File: src/rtl/hog_pkg.sv
// Shared types and widths for the HOG front end: pixel/word widths and feeder FSM states.
package hog_pkg;

  localparam int unsigned PIX_W = 8;
  localparam int unsigned IN_W  = 4 * PIX_W;

  typedef enum logic [1:0] {
    S_IDLE  = 2'd0,
    S_RUN   = 2'd1,
    S_DRAIN = 2'd2
  } feeder_state_e;

endpackage

File: src/rtl/word_fifo.sv
// Synchronous word FIFO with registered read data (no fall-through) and a flush.
module word_fifo #(
  parameter int unsigned W     = 32,
  parameter int unsigned DEPTH = 8
) (
  input  logic                         clk,
  input  logic                         rst,
  input  logic                         flush,
  input  logic                         push,
  input  logic [W-1:0]                 din,
  input  logic                         pop,
  output logic [W-1:0]                 dout,
  output logic                         full,
  output logic                         empty,
  output logic [$clog2(DEPTH+1)-1:0]   count
);

  localparam int unsigned AW = $clog2(DEPTH);
  localparam int unsigned CW = $clog2(DEPTH + 1);

  logic [W-1:0]  mem [DEPTH];
  logic [AW-1:0] wr_ptr;
  logic [AW-1:0] rd_ptr;
  logic          do_push_c;
  logic          do_pop_c;
  logic [CW-1:0] count_nxt_c;

  // Flush has priority; full/empty guard against overrun and underrun.
  always_comb begin
    do_push_c   = push && !flush && !full;
    do_pop_c    = pop && !flush && !empty;
    count_nxt_c = flush ? '0 : count + CW'(do_push_c) - CW'(do_pop_c);
  end

  always_ff @(posedge clk) begin
    if (do_push_c) mem[wr_ptr] <= din;
  end

  always_ff @(posedge clk or negedge rst) begin
    if (!rst) begin
      wr_ptr <= '0;
      rd_ptr <= '0;
      count  <= '0;
      full   <= 1'b0;
      empty  <= 1'b1;
      dout   <= '0;
    end else begin
      if (flush) begin
        wr_ptr <= '0;
        rd_ptr <= '0;
      end else begin
        if (do_push_c) wr_ptr <= wr_ptr + AW'(1);
        if (do_pop_c)  rd_ptr <= rd_ptr + AW'(1);
      end
      if (do_pop_c) dout <= mem[rd_ptr];
      count <= count_nxt_c;
      full  <= (count_nxt_c == CW'(DEPTH));
      empty <= (count_nxt_c == '0);
    end
  end

endmodule

File: src/rtl/pixel_feeder.sv
// Packs camera pixels four to a word, buffers them, and hands one word per request downstream.
module pixel_feeder #(
  parameter int unsigned PIX_W      = hog_pkg::PIX_W,
  parameter int unsigned FIFO_DEPTH = 8,
  parameter int unsigned FRAME_PIX  = 19200
) (
  input  logic                 clk,
  input  logic                 rst,
  input  logic                 frame_start,
  input  logic                 pix_valid,
  input  logic [PIX_W-1:0]     pix_data,
  output logic                 pix_ready,
  input  logic                 request,
  output logic                 ready,
  output logic [4*PIX_W-1:0]   i_data,
  output logic                 frame_done,
  output logic                 ovf_err,
  output logic                 abort_err
);

  import hog_pkg::*;

  localparam int unsigned WORD_W = 4 * PIX_W;
  localparam int unsigned CNT_W  = $clog2(FIFO_DEPTH + 1);

  feeder_state_e     state;
  feeder_state_e     state_nxt;
  logic [15:0]       pix_cnt;
  logic [1:0]        pack_idx;
  logic [WORD_W-1:0] pack_word;
  logic [WORD_W-1:0] word_c;
  logic              req_pend;
  logic [CNT_W-1:0]  fifo_count;
  logic [CNT_W-1:0]  fill_c;
  logic              fifo_full;
  logic              fifo_empty;
  logic              abort_c;
  logic              accept_c;
  logic              push_c;
  logic              pop_c;
  logic              last_pix_c;
  logic              last_word_c;

  always_ff @(posedge clk or negedge rst) begin
    if (!rst) state <= S_IDLE;
    else      state <= state_nxt;
  end

  always_comb begin
    state_nxt = state;
    case (state)
      S_IDLE:  if (frame_start) state_nxt = S_RUN;
      S_RUN:   if (frame_start) state_nxt = S_RUN;
               else if (last_pix_c) state_nxt = S_DRAIN;
      S_DRAIN: if (frame_start) state_nxt = S_RUN;
               else if (last_word_c) state_nxt = S_IDLE;
      default: state_nxt = S_IDLE;
    endcase
  end

  // Datapath strobes; a frame_start mid-frame flushes everything and drops that cycle's pixel.
  always_comb begin
    abort_c     = frame_start && (state != S_IDLE);
    accept_c    = (state == S_RUN) && pix_valid && pix_ready && !frame_start
                  && !(fifo_full && (pack_idx == 2'd3));
    push_c      = accept_c && (pack_idx == 2'd3);
    last_pix_c  = accept_c && (pix_cnt == 16'(FRAME_PIX - 1));
    pop_c       = req_pend && !abort_c;
    last_word_c = (state == S_DRAIN) && pop_c && (fifo_count == CNT_W'(1));
    word_c      = {pix_data, pack_word[WORD_W-1:PIX_W]};
    fill_c      = abort_c ? '0 : fifo_count + CNT_W'(push_c);
  end

  // Pixels shift in from the top so pixel 0 ends up in the LSBs after four accepts.
  always_ff @(posedge clk or negedge rst) begin
    if (!rst) begin
      pix_ready  <= 1'b0;
      ready      <= 1'b0;
      frame_done <= 1'b0;
      ovf_err    <= 1'b0;
      abort_err  <= 1'b0;
      pix_cnt    <= '0;
      pack_idx   <= '0;
      pack_word  <= '0;
      req_pend   <= 1'b0;
    end else begin
      pix_ready  <= (state_nxt == S_RUN) && (fill_c < CNT_W'(FIFO_DEPTH));
      ready      <= pop_c;
      frame_done <= last_word_c;
      if (frame_start) begin
        pix_cnt   <= '0;
        pack_idx  <= '0;
        pack_word <= '0;
      end else if (accept_c) begin
        pix_cnt   <= pix_cnt + 16'd1;
        pack_idx  <= pack_idx + 2'd1;
        pack_word <= word_c;
      end
      if (frame_start && (state == S_IDLE)) begin
        ovf_err   <= 1'b0;
        abort_err <= 1'b0;
      end else begin
        if (abort_c) abort_err <= 1'b1;
        if ((state == S_RUN) && pix_valid && !pix_ready) ovf_err <= 1'b1;
      end
      // A request is only latched against a non-empty FIFO and while none is outstanding.
      if (abort_c || req_pend) req_pend <= 1'b0;
      else if (request && !fifo_empty) req_pend <= 1'b1;
    end
  end

  word_fifo #(
    .W     (WORD_W),
    .DEPTH (FIFO_DEPTH)
  ) u_fifo (
    .clk   (clk),
    .rst   (rst),
    .flush (abort_c),
    .push  (push_c),
    .din   (word_c),
    .pop   (pop_c),
    .dout  (i_data),
    .full  (fifo_full),
    .empty (fifo_empty),
    .count (fifo_count)
  );

endmodule

File: config.mk
export PLATFORM = sky130hd
export DESIGN_NAME = pixel_feeder
export DESIGN_NICKNAME = d
export VERILOG_FILES = /design/src/rtl/hog_pkg.sv /design/src/rtl/word_fifo.sv /design/src/rtl/pixel_feeder.sv
export SDC_FILE = /design/constraint.sdc
export NUM_CORES = 1
export LEC_CHECK = 0
export ABC_AREA = 1
export ABC_CLOCK_PERIOD_IN_PS = 11600
export CORE_MARGIN = 1
export CORE_UTILIZATION = 60
export DETAILED_ROUTE_END_ITERATION = 6
export PLACE_DENSITY = 0.78
export SLEW_MARGIN = 20
export SYNTH_ARGS = -nofsm -noshare
export SYNTH_HDL_FRONTEND = slang
export SYNTH_SLANG_ARGS = --single-unit
File: constraint.sdc
create_clock -name clk -period 11.6 [get_ports clk]
set_input_delay 3.48 -clock clk [delete_from_list [all_inputs] [get_ports clk]]
set_output_delay 3.48 -clock clk [all_outputs]
set_load 0.03 [all_outputs]
==> reports/results.txt <==
Slew Limit Fails: 0
DP HPWL: 15800 microns
WL final: 29600 microns
DR iter-0 viols: 851
Yosys warnings: 0
Diodes inserted: 0
PwrDens: 176 mW/mm^2
Final ANT Viol Nets: 0
Chip Height: 156 microns
Share of cells above drive strength 1: 9.35%
Core area: 0.0229 sq mm
# resized after CTS: 0
Die W: 156 microns
RSZ-0062 raised after global routing: no
First-pass GRT wire length: 46700 microns
Worst-Skew Late Latency: 0.52 ns
# port buffers: 49
CTS buffer count: 35
CTS max path bufs: 3
Total gr overflow: 0
Worst vdd ir: 0.151 mV
Flip-flop and latch count after synthesis: 350
Worst rel slew slack: 26.9%
Slew @ Worst Pin: 1.10 ns
Max-capacitance violation count: 0
Min-delay worst type: reg -> reg
CP required: 12.04 ns
Sequential-to-total area share from yosys stat: 70.8%
Library cells used by synthesis: 39
Vias post-DR: 9054
Row count: 55
Cts hold-fix bufs: 0
Mean Syn Cell Area: 12.1 sq um
H-tree depth: 2
Worst-path clk slew: 0.06 ns
Critical path capture point type: flip-flop
CTS tree: built
Drt first pass iters: 5
Commonest non-fill, non-tap cells in the layout: 256 x edfxtp_1, 171 x nand2_1, 160 x nor2_1
Die ar.: 0.0243 sq mm
Crit path DAT: 7.20 ns
Antenna violations before repair: 0
Largest net degree at the start of global routing: 99
Clk_skew: 0.0103 ns
Boundary pin count: 50
Vias/cell: 5.83
Final Setup Violations: 0
Area growth from synthesis to layout: 13.1%
Worst-path fanout max: 36
TNS Setup: 0 ns
CP Launch Type: input port
GRT Util Overall: 25.3%
Crit path top cell by count: inv_4
Final min period: 6.76 ns
Vias in the first global route: 8859
Nets: 1238
WS Path Type: in -> reg
Post-route DRC violation count: 0
Syn Inst Count: 1173
Starting Density: 61.9%
Mapped Area: 0.0142 sq mm
Delay of the slowest critical-path stage: 0.69 ns
Root Buffer: clkbuf_16
Leading cell type in the layout, fill and taps excluded: edfxtp_1
Critical Path, Cell by Cell: clkdlybuf4s50_1 -> inv_4 -> a21oi_4 -> inv_4 -> nand3_4 -> inv_4 -> ha_1 -> inv_1 -> ha_1 -> fa_1 -> inv_1 -> nor2_1 -> nor3_1 -> nor2b_1
Leak pwr: 0.00588 uW
Clock sinks: 350
Post-CTS Setup Inserts: 0
Slowest library cell on the worst path: inv_4
Total Power Consumption: 2830 uW
Max Clk Rate: 0.148 GHz
Wirelength per Cell: 19.0 microns
Status: finished clean
Final Hold Viols: 0
Syn Nets: 1197
Post-Route Utilization: 70.0%
Global placement routability congestion: 0.792
Period utilization: 58.2%
[layout make-up]
| type | instances | area [sq um] |
|---|---|---|
| sequential | 350 | 10000 |
| clock inverter | 11 | 120 |
| tap | 313 | 392 |
| multi-input combinational | 669 | 3490 |
| fill | 1510 | 6860 |
| timing repair buffer | 66 | 616 |
| inverter | 92 | 355 |
| clock buffer | 53 | 1030 |
[critical path, delay by kind of cell]
kind | cells | cell delay [ns]
AO/OA/AOI/OAI | 1 | 0.08
AND/OR/NAND/NOR | 4 | 0.92
buffers and inverters | 6 | 1.69
adder cells (fa/ha/maj) | 3 | 0.97
[power by group]
group	total (uW)	switching, uW	internal [uW]
sequential	1440	36.4	1400
combinational	274	166	109
clock	1120	451	664
[through the flow]
step	cell area (sq um)	instances	setup slack (ns)	hold slack [ns]
after floorplan	14200	1173	4.78	0.468
after global placement	14900	1490	4.51	0.465
after detailed placement	14900	1490	4.41	0.465
after CTS	16100	1554	4.90	0.480
after global routing	16100	1554	4.58	0.488
final	16100	1554	4.84	0.476
[final timing paths]
| kind | startpoint | endpoint | slack [ns] | depth (start not counted) |
|---|---|---|---|---|
| max | frame_start | u_fifo.full$_DFF_PN0_ | 4.84 | 14 |
| min | u_fifo.dout[26]$_DFFE_PN0P_ | u_fifo.dout[26]$_DFFE_PN0P_ | 0.48 | 2 |
| max reg2reg | state[0]$_DFF_PN0_ | u_fifo.full$_DFF_PN0_ | 7.99 | 13 |
| min reg2reg | u_fifo.dout[26]$_DFFE_PN0P_ | u_fifo.dout[26]$_DFFE_PN0P_ | 0.48 | 2 |
| max in group asynchronous | rst | u_fifo.rd_ptr[0]$_DFFE_PN0P_ | 7.38 | 2 |
| min in group asynchronous | rst | u_fifo.dout[21]$_DFFE_PN0P_ | 2.88 | 1 |
[synthesized netlist by cell type]
cell type | number | area [sq um]
nor2_1 | 160 | 601
nand2_2 | 1 | 6.26
a21oi_4 | 1 | 16.3
nor2b_1 | 1 | 6.26
o21ai_1 | 1 | 5.00
inv_1 | 85 | 319
buf_2 | 21 | 105
a21oi_1 | 4 | 20.0
o211ai_1 | 96 | 721
buf_4 | 5 | 37.5
nand3_4 | 1 | 17.5
o2111ai_1 | 1 | 8.76
or2_4 | 1 | 8.76
or2_2 | 1 | 6.26
inv_4 | 4 | 25.0
nand4_1 | 6 | 37.5
buf_1 | 1 | 3.75
dfstp_2 | 1 | 26.3
fa_1 | 1 | 20.0
o22ai_1 | 9 | 56.3
dfrtp_1 | 93 | 2330
edfxtp_1 | 256 | 7690
a22o_1 | 1 | 8.76
nand3_1 | 29 | 145
o21bai_1 | 1 | 7.51
nand3_2 | 21 | 210
o21ai_0 | 130 | 651
inv_2 | 3 | 11.3
nor3_1 | 16 | 80.1
a31oi_1 | 1 | 6.26
o21a_1 | 1 | 7.51
buf_6 | 9 | 101
ha_1 | 10 | 125
nor2_4 | 1 | 11.3
xor2_1 | 1 | 8.76
nor4_1 | 1 | 6.26
a31o_2 | 1 | 8.76
nand2_1 | 171 | 642
clkbuf_1 | 26 | 97.6
[metal layers]
metal  part of all wire [%]  vias to the layer above  GRT usage [%]  wire length (microns)
li1                       -                     4215              -                      -
met1                     41                     4451           33.2                  12200
met2                     50                      328           43.0                  14800
met3                    6.0                       60           3.39                   1760
met4                    2.7                        0           9.71                    800
met5                      0                        -              0                      0
[logic make-up after synthesis]
family          count (synthesis)  synth area share (%)
flops                         350                  70.8
xor+xnor                        1                0.0617
simple gates                  410                  12.5
buf+inv                       154                  4.94
compound gates                247                  10.7
fa+ha+maj                      11                  1.02
[state kept, by name (all words and copies together), names as in the netlist, 2 cells and up]
name           count
pack_word         24
u_fifo.mem       256
u_fifo.rd_ptr      3
u_fifo.wr_ptr      3
pack_idx           2
u_fifo.count       4
u_fifo.dout       32
state              2
pix_cnt           16
Note: power is estimated with default switching activity, not from simulation.
